$ cat src/rtl/serial_arith_pkg.sv
// Shared definitions for the bit-serial arithmetic blocks: FSM state
// encodings and the bit-counter width helper.
package serial_arith_pkg;

   localparam logic [0:0] ST_IDLE = 1'b0;
   localparam logic [0:0] ST_RUN  = 1'b1;

   // Width of a counter that walks bit positions 0 .. width-1.
   // Clamped to one bit so a degenerate width still gives a legal vector.
   function automatic int cnt_width(input int width);
      return (width < 2) ? 1 : $clog2(width);
   endfunction

endpackage

$ cat src/rtl/full_subtractor_bit.sv
// One-bit full subtractor: d = x - y - bin, with the borrow out of this bit.
module full_subtractor_bit
   import serial_arith_pkg::*;
(
   input  logic x,
   input  logic y,
   input  logic bin,
   output logic d,
   output logic bout
);

   // Difference bit and borrow generation for a single bit position
   always_comb begin
      d    = x ^ y ^ bin;
      bout = (~x & y) | (~x & bin) | (y & bin);
   end

endmodule

$ cat src/rtl/serial_subtractor.sv
// Bit-serial subtractor: computes X - Y - BIN one bit per clock, LSB first.
// Operands are captured on accept; D/BOUT are held until the next completion.
module serial_subtractor
   import serial_arith_pkg::*;
#(
   parameter int WIDTH = 4
)
(
   input  logic             CLK,
   input  logic             RST_N,
   input  logic             START,
   input  logic             BIN,
   input  logic [WIDTH-1:0] X,
   input  logic [WIDTH-1:0] Y,
   output logic             BUSY,
   output logic             DONE,
   output logic [WIDTH-1:0] D,
   output logic             BOUT
);

   localparam int            CW       = cnt_width(WIDTH);
   localparam logic [CW-1:0] LAST_BIT = CW'(WIDTH - 1);

   logic [0:0]       state;
   logic [CW-1:0]    cnt;
   logic [WIDTH-1:0] xs;
   logic [WIDTH-1:0] ys;
   logic [WIDTH-1:0] rs;
   logic             b;
   logic [WIDTH-1:0] d_r;
   logic             bout_r;
   logic             done_r;

   logic             dbit;
   logic             bnext;
   logic [WIDTH-1:0] rs_next;
   logic             last;

   // The single bit slice always works on the current LSBs and borrow flop
   full_subtractor_bit u_bit (
      .x    (xs[0]),
      .y    (ys[0]),
      .bin  (b),
      .d    (dbit),
      .bout (bnext)
   );

   assign rs_next = {dbit, rs[WIDTH-1:1]};
   assign last    = (state == ST_RUN) && (cnt == LAST_BIT);

   // FSM, bit counter, operand shift registers and borrow flop
   always_ff @(posedge CLK or negedge RST_N) begin
      if (!RST_N) begin
         state <= ST_IDLE;
         cnt   <= '0;
         xs    <= '0;
         ys    <= '0;
         rs    <= '0;
         b     <= 1'b0;
      end else if (state == ST_IDLE) begin
         if (START) begin
            xs    <= X;
            ys    <= Y;
            b     <= BIN;
            cnt   <= '0;
            state <= ST_RUN;
         end
      end else begin
         xs <= xs >> 1;
         ys <= ys >> 1;
         rs <= rs_next;
         b  <= bnext;
         if (cnt == LAST_BIT) begin
            cnt   <= '0;
            state <= ST_IDLE;
         end else begin
            cnt <= cnt + CW'(1);
         end
      end
   end

   // Result registers load only on the edge that finishes the last bit
   always_ff @(posedge CLK or negedge RST_N) begin
      if (!RST_N) begin
         d_r    <= '0;
         bout_r <= 1'b0;
         done_r <= 1'b0;
      end else begin
         done_r <= last;
         if (last) begin
            d_r    <= rs_next;
            bout_r <= bnext;
         end
      end
   end

   assign BUSY = (state == ST_RUN);
   assign DONE = done_r;
   assign D    = d_r;
   assign BOUT = bout_r;

endmodule
$ cat config.mk
export PLATFORM = sky130hd
export DESIGN_NAME = serial_subtractor
export DESIGN_NICKNAME = d
export VERILOG_FILES = /design/src/rtl/serial_arith_pkg.sv /design/src/rtl/full_subtractor_bit.sv /design/src/rtl/serial_subtractor.sv
export SDC_FILE = /design/constraint.sdc
export NUM_CORES = 1
export LEC_CHECK = 0
export BUFFER_PORTS_ARGS = -buffer_cell sky130_fd_sc_hd__buf_2
export CAP_MARGIN = 20
export CORE_MARGIN = 3
export CORE_UTILIZATION = 30
export CTS_CLUSTER_SIZE = 20
export DETAILED_ROUTE_END_ITERATION = 6
export PLACE_DENSITY = 0.55
export SLEW_MARGIN = 20
export SYNTH_ARGS = -nofsm -noshare
export SYNTH_HDL_FRONTEND = slang
export SYNTH_SLANG_ARGS = --single-unit
$ cat constraint.sdc
create_clock -name CLK -period 3.07 [get_ports CLK]
set_input_delay 0.307 -clock CLK [delete_from_list [all_inputs] [get_ports CLK]]
set_output_delay 0.307 -clock CLK [all_outputs]
set_load 0.005 [all_outputs]
==> results by group, run 1 <==
Run status
  – Status: finished clean

Logic synthesis
  – Largest cells by area after synthesis: dfrtp_1 (58%), mux2i_1 (12%), mux2_4 (6.6%), o21ai_0 (3.9%), nand2_1 (2.9%)
  – Post-Syn Area: 905 um2
  – Post-synth top cells: dfrtp_1 (21), mux2i_1 (11), nand2_1 (7), o21ai_0 (7)
  – Syn_area_per_cell: roughly 13 um2
  – Post-synth top flop: dfrtp_1
  – Xor/xnor share of the synthesized area: 0%
  – Count leader, synth: dfrtp_1
  – Adder-cell share of the synthesized area: 3.60%
  – Flops & latches, synth: 21
  – YS warnings: 0
  – Fraction of registers with async set/reset: between 90% and 100%
  – Top cell type's share of synthesized area: between 50% and 60%
  – Post-synth cell types: 16
  – Multiplexer share of the synthesized area: between 20% and 30%
  – EDFF count, synth: 0
  – Post-synthesis compound-gate area fraction: between 6 and 7%
  – Cell count after synthesis: 70
  – Post-synthesis sequential area ratio: approximately three fifths
  – Synth area leader: dfrtp_1
  – Synth Net Count: 84
  – Synth Area in Simple Gates: 5.81%
  – Largest family of logic cells by synthesized area: multiplexers

Final layout
  – Share of cells above drive strength 1: roughly a third
  – Filler cells: between 200 and 300
  – Reg area: between 500 and 600 um2
  – Area Growth Syn to Fin: 15.1%
  – ANT cells: 0
  – Multi-input logic area: roughly 340 um2
  – # nets final: around 100

Timing
  – Worst Skew: 0.00691 ns
  – Final Cycle Share: between 50% and 60%
  – Worst-margin pin slew: about 0.73 ns
  – Fin crit period: 1.67 ns
  – Final setup margin: 1.40 ns
  – Final hold vios: 0
  – Max Freq: around 600 MHz
  – Final setup viols: 0
  – Slew HR: approximately 50%
  – RSZ-0062 raised after global routing: no
  – Slew Viols, Final: 0
  – Setup TNS: 0 ns

Min path
  – Min-delay worst type: in -> reg

Setup path
  – Crit path max fanout: 25
  – Slowest cell on crit path: dfrtp_1
  – Crit path max-delay family: flip-flops
  – R2R Setup Slk: 1.61 ns
  – CP arrival: approximately 1.4 ns
  – CP cell instances: buf_2
  – Startpoint types: flop
  – CP Class: reg -> out
  – CP Capture Type: output port
  – Worst Path Required: 2.76 ns
  – CP Buf/Inv Count: 1
  – Largest stage delay, worst path: slightly above 0.8 ns

Route
  – Via Count: roughly 540
  – Antenna viol nets, final: 0
  – DRT Pass-1 Iters: 2
  – Vias/cell: ~4.5
  – Iteration-0 DRC Markers: 2
  – Metal3 WL: ~98 um
  – M1 WL: ~700 um
  – DR WL met2: roughly 660 um
  – Wire per inst: between 10 and 15 um
  – Post-route DRC: 0
  – Uppermost routed layer: met3
  – Routed WL: 1480 um

Clock network
  – Post-cts resize count: 0
  – Cts bufs inserted: 3
  – Post-CTS setup buffer count: 0
  – Worst-path clk slew: between 0.1 and 0.15 ns
  – CTS tree: built
  – TritonCTS Sinks: 21
  – Worst-skew pair later-pin latency: roughly 0.30 ns
  – Longest Clk Path Bufs: 2
  – Clk root buf: clkbuf_4
  – Post-CTS Hold Buffers: 1
  – Htree depth: 1

Floorplan
  – Starting Density: between 30% and 40%
  – Core Rows: 19
  – I/O pin count: 19
  – Die H: approximately 61 um
  – Die area: 0.00371 mm2
  – Die Width: 60.9 um
  – Core ar.: 0.00281 mm2

GRT
  – Vias in the first global route: 586
  – Gr usage total: about a tenth
  – Largest net degree at the start of global routing: 26
  – GRT overflow: 0
  – First-pass GRT wire length: ~2600 um
  – Antenna violations before repair: 0

Power and ir drop
  – VDD IR-drop max: between 0.0003 and 0.0004 V
  – Sw Ratio: about a third
  – Clk pwr share: roughly 14%
  – Sequential power share: between 50% and 60%
  – Internal power: between 600 and 700 uW
  – Pwr dens: a little over 900 mW/mm2
  – Switching power: 317 uW
  – Combinational Power Share: approximately 34%
  – Leak pwr: 0.000546 uW

Placement
  – Setup WS pre-CTS: approximately 1.6 ns
  – RD Place Congestion: 0.676
  – Port Buf Inserts: 18
  – Detailed Place HPWL: between 1000 and 1500 um

Run
  – Max Cap Viol: 0
layer usage:
metal,track usage (%),vias up
li1,-,272
met1,11.5,257
met2,15.9,15
met3,4.26,0
met4,0.929,0
met5,0,-
registers in the layout (all words and copies together), names as in the netlist:
signal  count
BOUT        1
BUSY        1
D           4
DONE        1
b           1
cnt         2
rs          3
xs          4
ys          4
worst register-to-register path, stage by stage (launching register included):
cell and delay [ns]:
dfrtp_1 0.83, nand2_4 0.19, mux2_4 0.35
layout make-up:
| cell class | instances | share of cell area, % |
|---|---|---|
| multi-input combinational | 41 | 32.2 |
| inverter | 4 | 1.44 |
| sequential | 21 | 50.5 |
| tap | 31 | 3.73 |
| clock buffer | 4 | 2.52 |
| timing repair buffer | 19 | 9.62 |
path summary, 6_finish.rpt:
| path | cells after the start | startpoint | to |
|---|---|---|---|
| max in group asynchronous | 2 | RST_N | BUSY |
| setup / recovery | 1 | BUSY | BUSY |
| min in group asynchronous | 2 | RST_N | xs[0] |
| hold reg to reg | 2 | xs[1] | xs[0] |
| hold / removal | 3 | X[3] | xs[3] |
| setup reg to reg | 2 | BUSY | BOUT |
power groups by stage:
stage	clock (uW)	sequential, uW	combinational (uW)
final	133	504	326
after global routing	152	525	374
after CTS	138	507	335
after detailed placement	0	513	331
after global placement	0	511	320
after floorplan	0	462	286
per-stage QoR:
| stage | area [um2] | hold WS [ns] | total power [uW] | std cells | util (%) |
|---|---|---|---|---|---|
| detailed placement | 1000 | 0.293 | 844 | 115 | 35.8 |
| CTS | 1040 | 0.258 | 980 | 120 | 37.1 |
| global route | 1040 | 0.285 | 1050 | 120 | 37.1 |
| global placement | 1000 | 0.286 | 831 | 115 | 35.8 |
| finish | 1040 | 0.254 | 962 | 120 | 37.1 |
| floorplan | 905 | 0.0114 | 748 | 70 | - |
cell usage in the layout, fill, tap and decap left out, types with 2 or more instances in the layout:
master and instances:
mux2_2 2, clkbuf_4 3, inv_1 4, buf_2 18
mux2_4 4, nor2_1 4, mux2i_1 11, o21ai_0 7
nand2_1 7, a22o_1 2, dfrtp_1 21
kinds of logic (layout without fill, tap and decap cells):
kind of cell / after synthesis / count (layout)
muxes: 17 / 17
adders and majority gates: 2 / 2
buffers and inverters: 8 / 27
and+or+nand+nor: 12 / 12
AOI/OAI and AO/OA: 10 / 10
DFF: 21 / 21
Note: power is estimated with default switching activity, not from simulation.
==> inputs of run 2 (changes only) <==
Settings changed: PLACE_DENSITY 0.55 to 0.57.
Clock period 3.07 ns to 1.5 ns, I/O delays scaled along.
==> results by group, run 2 (same netlist as run 1, synthesis figures left out) <==
Run status
  – Status: finished clean (unchanged)

GRT
  – Vias in the first global route: 579 (was 586)
  – Gr usage total: 9.35% (was 9.40%)
  – Antenna violations before repair: 0 (unchanged)
  – Largest net degree at the start of global routing: 22 (was 26)
  – First-pass GRT wire length: 2470 um (was 2570 um)
  – GRT overflow: 0 (unchanged)

Final layout
  – Commonest non-fill, non-tap cell in the layout: dfrtp_1 (unchanged)
  – Commonest non-fill, non-tap cells in the layout: dfrtp_1 (21), buf_2 (18), mux2i_1 (11), nand2_1 (7), o21ai_0 (7) (unchanged)
  – # nets final: 106 (was 104)
  – Cell area after layout: 0.00106 mm2 (was 0.00104 mm2)
  – Share of cells above drive strength 1: 33.0% (was 31.5%)
  – Filler cells: 296 (was 291)
  – Reg area: 526 um2 (unchanged)
  – Core Util, Final: 37.6% (was 37.1%)
  – Non-Filler Instances: 122 (was 120)
  – Area Growth Syn to Fin: 16.7% (was 15.1%)
  – ANT cells: 0 (unchanged)
  – Multi-input logic area: 335 um2 (unchanged)

Setup path
  – Crit path max fanout: 2 (was 25)
  – Worst Path Required: 1.69 ns (was 2.76 ns)
  – CP Class: reg -> reg (was reg -> out)
  – CP arrival: 1.43 ns (was 1.37 ns)
  – CP Capture Type: flop (was output port)
  – Startpoint types: flop (unchanged)

Route
  – Antenna viol nets, final: 0 (unchanged)
  – DRT Pass-1 Iters: 2 (unchanged)
  – Vias/cell: 4.66 (was 4.53)
  – Iteration-0 DRC Markers: 1 (was 2)
  – Wire per inst: 12.3 um (about the same)
  – Via Count: 568 (was 544)
  – Post-route DRC: 0 (unchanged)
  – Routed WL: 1500 um (was 1480 um)

Clock network
  – Cts bufs inserted: 3 (unchanged)
  – Clk root buf: clkbuf_4 (unchanged)
  – CTS tree: built (unchanged)
  – Post-CTS Hold Buffers: 1 (unchanged)
  – Post-CTS setup buffer count: 0 (unchanged)
  – Htree depth: 1 (unchanged)
  – Longest Clk Path Bufs: 2 (unchanged)
  – TritonCTS Sinks: 21 (unchanged)
  – Worst-skew pair later-pin latency: 0.29 ns (was 0.30 ns)
  – Post-cts resize count: 0 (unchanged)
  – Worst-path clk slew: 0.11 ns (was 0.12 ns)

Placement
  – RD Place Congestion: 0.710 (was 0.676)
  – DP Area: 0.00102 mm2 (was 0.00100 mm2)
  – Post-Place Cells: 117 (was 115)
  – Setup WS pre-CTS: 0.268 ns (was 1.60 ns)
  – Detailed Place HPWL: 1120 um (was 1070 um)
  – Port Buf Inserts: 18 (unchanged)

Run
  – Max Cap Viol: 0 (unchanged)

Floorplan
  – Core Rows: 19 (unchanged)
  – Die H: 60.9 um (unchanged)
  – I/O pin count: 19 (unchanged)
  – Starting Density: 32.2% (unchanged)
  – Die Width: 60.9 um (unchanged)
  – Core ar.: 0.00281 mm2 (unchanged)
  – Die area: 0.00371 mm2 (unchanged)

Timing
  – Final Cycle Share: approximately 83%
  – Slew HR: 70.0% (was 51.4%)
  – Setup TNS: 0 ns (unchanged)
  – Worst-margin pin slew: 0.451 ns (was 0.729 ns)
  – Max Freq: between 800 and 900 MHz
  – Final hold vios: 0 (unchanged)
  – RSZ-0062 raised after global routing: no (unchanged)
  – Final setup viols: 0 (unchanged)
  – Worst Skew: 0.00259 ns (was 0.00691 ns)
  – Slew Viols, Final: 0 (unchanged)
  – Fin crit period: between 1 and 1.5 ns
  – Final setup margin: 0.257 ns (was 1.40 ns)

Power and ir drop
  – Pwr dens: 1890 mW/mm2 (was 924 mW/mm2)
  – Leak pwr: 0.000555 uW (was 0.000546 uW)
  – VDD IR-drop max: 0.00101 V (was 0.000347 V)

Min path
  – Min-delay worst type: in -> reg (unchanged)
[run 2: cell count changes in the layout (fill, tap and decap cells not counted)]
cell / delta
buf_4: +2
[run 2: stage by stage]
stage,hold WS [ns],total power [uW]
final,0.0971,2000
after global routing,0.109,2180
after CTS,0.0893,2040
after detailed placement,0.127,1770
after global placement,0.124,1730
after floorplan,-0.146,1530
[run 2: cell type report]
| cell class | instances | area share (%) |
|---|---|---|
| Sequential cell | 21 | 49.8 |
| Tap cell | 31 | 3.67 |
| Inverter | 4 | 1.42 |
| Multi-Input combinational cell | 41 | 31.8 |
| Clock buffer | 4 | 2.49 |
| Timing Repair Buffer | 21 | 10.9 |
[run 2: worst max-delay path, cell delays in order, from the launching register on]
cell	delay [ns]
dfrtp_1	0.42
fa_1	0.45
mux2_4	0.28
[run 2: power by group]
| part | internal [uW] | switching (uW) |
|---|---|---|
| Clock | 103 | 156 |
| Sequential | 812 | 156 |
| Combinational | 439 | 331 |
[run 2: metal layers]
| layer | share of wire, % | global-route usage, % | vias up | wire length [um] |
|---|---|---|---|---|
| li1 | - | - | 280 | - |
| met3 | 5.5 | 4.47 | 2 | 82 |
| met2 | 48 | 15.6 | 15 | 726 |
| met4 | 1.1 | 2.79 | 0 | 17 |
| met1 | 45 | 10.7 | 271 | 678 |
| met5 | 0 | 0 | - | 0 |
[run 2: path summary, 6_finish.rpt]
path / startpoint / end / slack, ns / depth (start not counted)
setup / recovery: b / BOUT / 0.26 / 2
min in group asynchronous: RST_N / D[1] / 0.33 / 2
max in group asynchronous: RST_N / ys[1] / 0.86 / 2
hold reg to reg: xs[2] / xs[1] / 0.50 / 2
setup reg to reg: b / BOUT / 0.26 / 2
hold / removal: X[3] / xs[3] / 0.1 / 3
==> inputs of run 3 (changes only) <==
Settings changed: ABC_AREA set to 1.
Clock period 1.5 ns to 1.1 ns, I/O delays scaled along.
==> results by group, run 3 <==
Power and ir drop
  – Total power: 2830 uW (was 2000 uW)
  – VDD IR-drop max: 0.00126 V (was 0.00101 V)
  – Pwr dens: 2570 mW/mm2 (was 1890 mW/mm2)
  – Leak pwr: 0.000585 uW (was 0.000555 uW)

Floorplan
  – Core ar.: 0.00261 mm2 (was 0.00281 mm2)
  – Die Width: 59.7 um (was 60.9 um)
  – Die H: 59.7 um (was 60.9 um)
  – Core Rows: 18 (was 19)
  – Starting Density: 33.1% (was 32.2%)
  – I/O pin count: 19 (unchanged)
  – Die area: 0.00356 mm2 (was 0.00371 mm2)

Run status
  – Failing checks: negative setup slack
  – Status: complete, but fails checks (was finished clean)

Timing
  – Setup TNS: -0.136 ns (was 0 ns)
  – Worst Skew: 0.00442 ns (was 0.00259 ns)
  – RSZ-0062 raised after global routing: yes (was no)
  – Fin crit period: 1.16 ns (was 1.24 ns)
  – Final hold vios: 0 (unchanged)
  – Max Freq: 864 MHz (was 805 MHz)
  – Worst-margin pin slew: 0.466 ns (was 0.451 ns)
  – Hold_ws: 0.0331 ns (was 0.0971 ns)
  – Slew Viols, Final: 0 (unchanged)
  – Slew HR: 69.0% (was 70.0%)
  – Final setup margin: -0.0576 ns (was 0.257 ns)
  – Final setup viols: 3 (was 0)
  – Final Cycle Share: 105% (was 82.8%)

Placement
  – RD Place Congestion: 0.737 (was 0.710)
  – Detailed Place HPWL: 1220 um (was 1120 um)
  – Port Buf Inserts: 18 (unchanged)
  – DP Area: 1000 um2 (was 0.00102 mm2)

GRT
  – Grt met1 use: 13.5% (was 10.7%)
  – Layer with the highest usage: met2 (unchanged)
  – Met3 Usage GRT: 4.10% (was 4.47%)
  – Antenna violations before repair: 0 (unchanged)
  – Gr usage total: 10.6% (was 9.35%)
  – Vias in the first global route: 672 (was 579)
  – First-pass GRT wire length: 2860 um (was 2470 um)
  – GRT overflow: 0 (unchanged)
  – Largest net degree at the start of global routing: 22 (unchanged)
  – Met2 Use GR: 17.3% (was 15.6%)

Route
  – Wire per inst: 11.4 um (was 12.3 um)
  – Post-route DRC: 0 (unchanged)
  – DRT Pass-1 Iters: 4 (was 2)
  – Antenna viol nets, final: 0 (unchanged)
  – Via Count: 710 (was 568)
  – Iteration-0 DRC Markers: 19 (was 1)
  – Routed WL: 1730 um (was 1500 um)
  – Vias/cell: 4.67 (was 4.66)

Final layout
  – ANT cells: 0 (unchanged)
  – Area Growth Syn to Fin: 27.4% (was 16.7%)
  – Core Util, Final: 42.1% (was 37.6%)
  – # nets final: 137 (was 106)
  – Multi-input logic area: 308 um2 (was 335 um2)
  – Cell area after layout: 0.00110 mm2 (was 0.00106 mm2)
  – Filler cells: 267 (was 296)
  – Commonest non-fill, non-tap cells in the layout: nand2_1 (36), dfrtp_1 (20), buf_2 (17), nand3_1 (16), buf_4 (7) (was dfrtp_1 (21), buf_2 (18), mux2i_1 (11), nand2_1 (7), o21ai_0 (7))
  – Commonest non-fill, non-tap cell in the layout: nand2_1 (was dfrtp_1)
  – Reg area: 527 um2 (was 526 um2)
  – Share of cells above drive strength 1: 29.5% (was 33.0%)

Logic synthesis
  – Largest cells by area after synthesis: dfrtp_1 (61%), nand2_1 (16%), nand3_1 (9.3%), o21ai_0 (2.9%), fa_1 (2.3%) (was dfrtp_1 (58%), mux2i_1 (12%), mux2_4 (6.6%), o21ai_0 (3.9%), nand2_1 (2.9%))
  – Flops & latches, synth: 21 (unchanged)
  – Cell count after synthesis: 94 (was 70)
  – EDFF count, synth: 0 (unchanged)
  – Synth Net Count: 108 (was 84)
  – Post-Syn Area: 865 um2 (was 905 um2)
  – Post-synth top flop: dfrtp_1 (unchanged)
  – Post-synth cell types: 14 (was 16)
  – Synth area leader: dfrtp_1 (unchanged)
  – Post-synthesis sequential area ratio: 60.8% (was 58.1%)
  – Count leader, synth: nand2_1 (was dfrtp_1)
  – Top cell type's share of synthesized area: 60.8% (was 58.1%)
  – Fraction of registers with async set/reset: 100% (unchanged)
  – Syn_area_per_cell: 9.20 um2 (was 12.9 um2)
  – Post-synth top cells: nand2_1 (36), dfrtp_1 (21), nand3_1 (16) (was dfrtp_1 (21), mux2i_1 (11), nand2_1 (7), o21ai_0 (7))
  – YS warnings: 0 (unchanged)

Clock network
  – Worst-path clk slew: 0.11 ns (about the same)
  – Cts bufs inserted: 3 (unchanged)
  – TritonCTS Sinks: 21 (unchanged)
  – CTS tree: built (unchanged)
  – Worst-skew pair later-pin latency: 0.30 ns (was 0.29 ns)
  – Longest Clk Path Bufs: 2 (unchanged)
  – Htree depth: 1 (unchanged)
  – Clk root buf: clkbuf_4 (unchanged)

Min path
  – Min-delay worst type: in -> reg (unchanged)

Setup path
  – CP Class: reg -> reg (unchanged)
  – Crit path max fanout: 2 (unchanged)
  – CP cell instances: fa_1 -> o21ai_1 (was fa_1 -> mux2_4)
  – Crit path max-delay family: adder cells (unchanged)
  – Slowest cell on crit path: fa_1 (unchanged)
  – CP Buf/Inv Count: 0 (unchanged)
  – Largest stage delay, worst path: 0.57 ns (was 0.45 ns)
  – Startpoint types: flop (unchanged)
  – CP Capture Type: flop (unchanged)
  – Worst Path Required: 1.30 ns (was 1.69 ns)
  – CP arrival: 1.35 ns (was 1.43 ns)

Run
  – Max Cap Viol: 0 (unchanged)
[run 3: cell count changes after synthesis, moves of 4 or more]
cell     change
mux2_4       -4
mux2i_1     -11
nand2_1     +29
nand3_1     +16
[run 3: worst paths after layout]
check	depth (start not counted)	startpoint	slack, ns	to
min in group asynchronous	2	RST_N	0.29	cnt[1]
worst min register to register	2	BOUT	0.48	BOUT
worst min-delay path	3	Y[3]	0.03	ys[3]
worst max register to register	2	b	-0.06	rs[3]
worst max-delay path	2	b	-0.06	rs[3]
max in group asynchronous	2	RST_N	0.47	BUSY
[run 3: through the flow]
step / worst slack (ns) / instances
final: -0.0576 / 152
after global routing: -0.103 / 152
after CTS: -0.0594 / 149
after detailed placement: -0.0539 / 142
after global placement: -0.0109 / 142
after floorplan: 0.00506 / 94
[run 3: timing repair]
| item | 4_1_cts | 5_1_grt |
|---|---|---|
| endpoints found under the hold margin | 21 | 0 |
| gates cloned | 0 | 1 |
| gates resized for setup | 4 | 5 |
| endpoints found under the setup margin | 5 | 12 |
| hold buffers | 1 | 0 |
| setup buffers | 2 | 2 |
| pin swaps | 0 | 4 |
[run 3: metal layers]
| layer | routed length (um) | vias to the layer above |
|---|---|---|
| li1 | - | 353 |
| met1 | 759 | 333 |
| met2 | 824 | 22 |
| met3 | 131 | 2 |
| met4 | 12 | 0 |
| met5 | 0 | - |
[run 3: layout make-up]
class	count	area share, %
sequential	21	47.8
timing repair buffer	28	16.5
clock buffer	4	2.39
tap	30	3.41
multi-input combinational	64	28.0
inverter	5	1.93
[run 3: worst reg2reg max path, cell delays in order (launching register included)]
cell     delay (ns)
dfrtp_1        0.42
fa_1           0.57
o21ai_1        0.06
[run 3: logic make-up (layout without fill, tap and decap cells)]
logic type / Yosys count / count (layout) / share of synthesized area (%)
buffers and inverters: 9 / 37 / 4.78
adder cells (fa/ha/maj): 2 / 2 / 3.76
AO/OA/AOI/OAI: 6 / 6 / 3.47
AND/OR/NAND/NOR: 56 / 56 / 27.2
flip-flops: 21 / 21 / 60.8
[run 3: power by group]
part	leakage [uW]	switching (uW)	total [uW]	internal [uW]
combinational	0.000304	638	1210	570
clock	0.0000150	217	359	141
sequential	0.000267	167	1260	1090
total	0.000585	1020	2830	1810
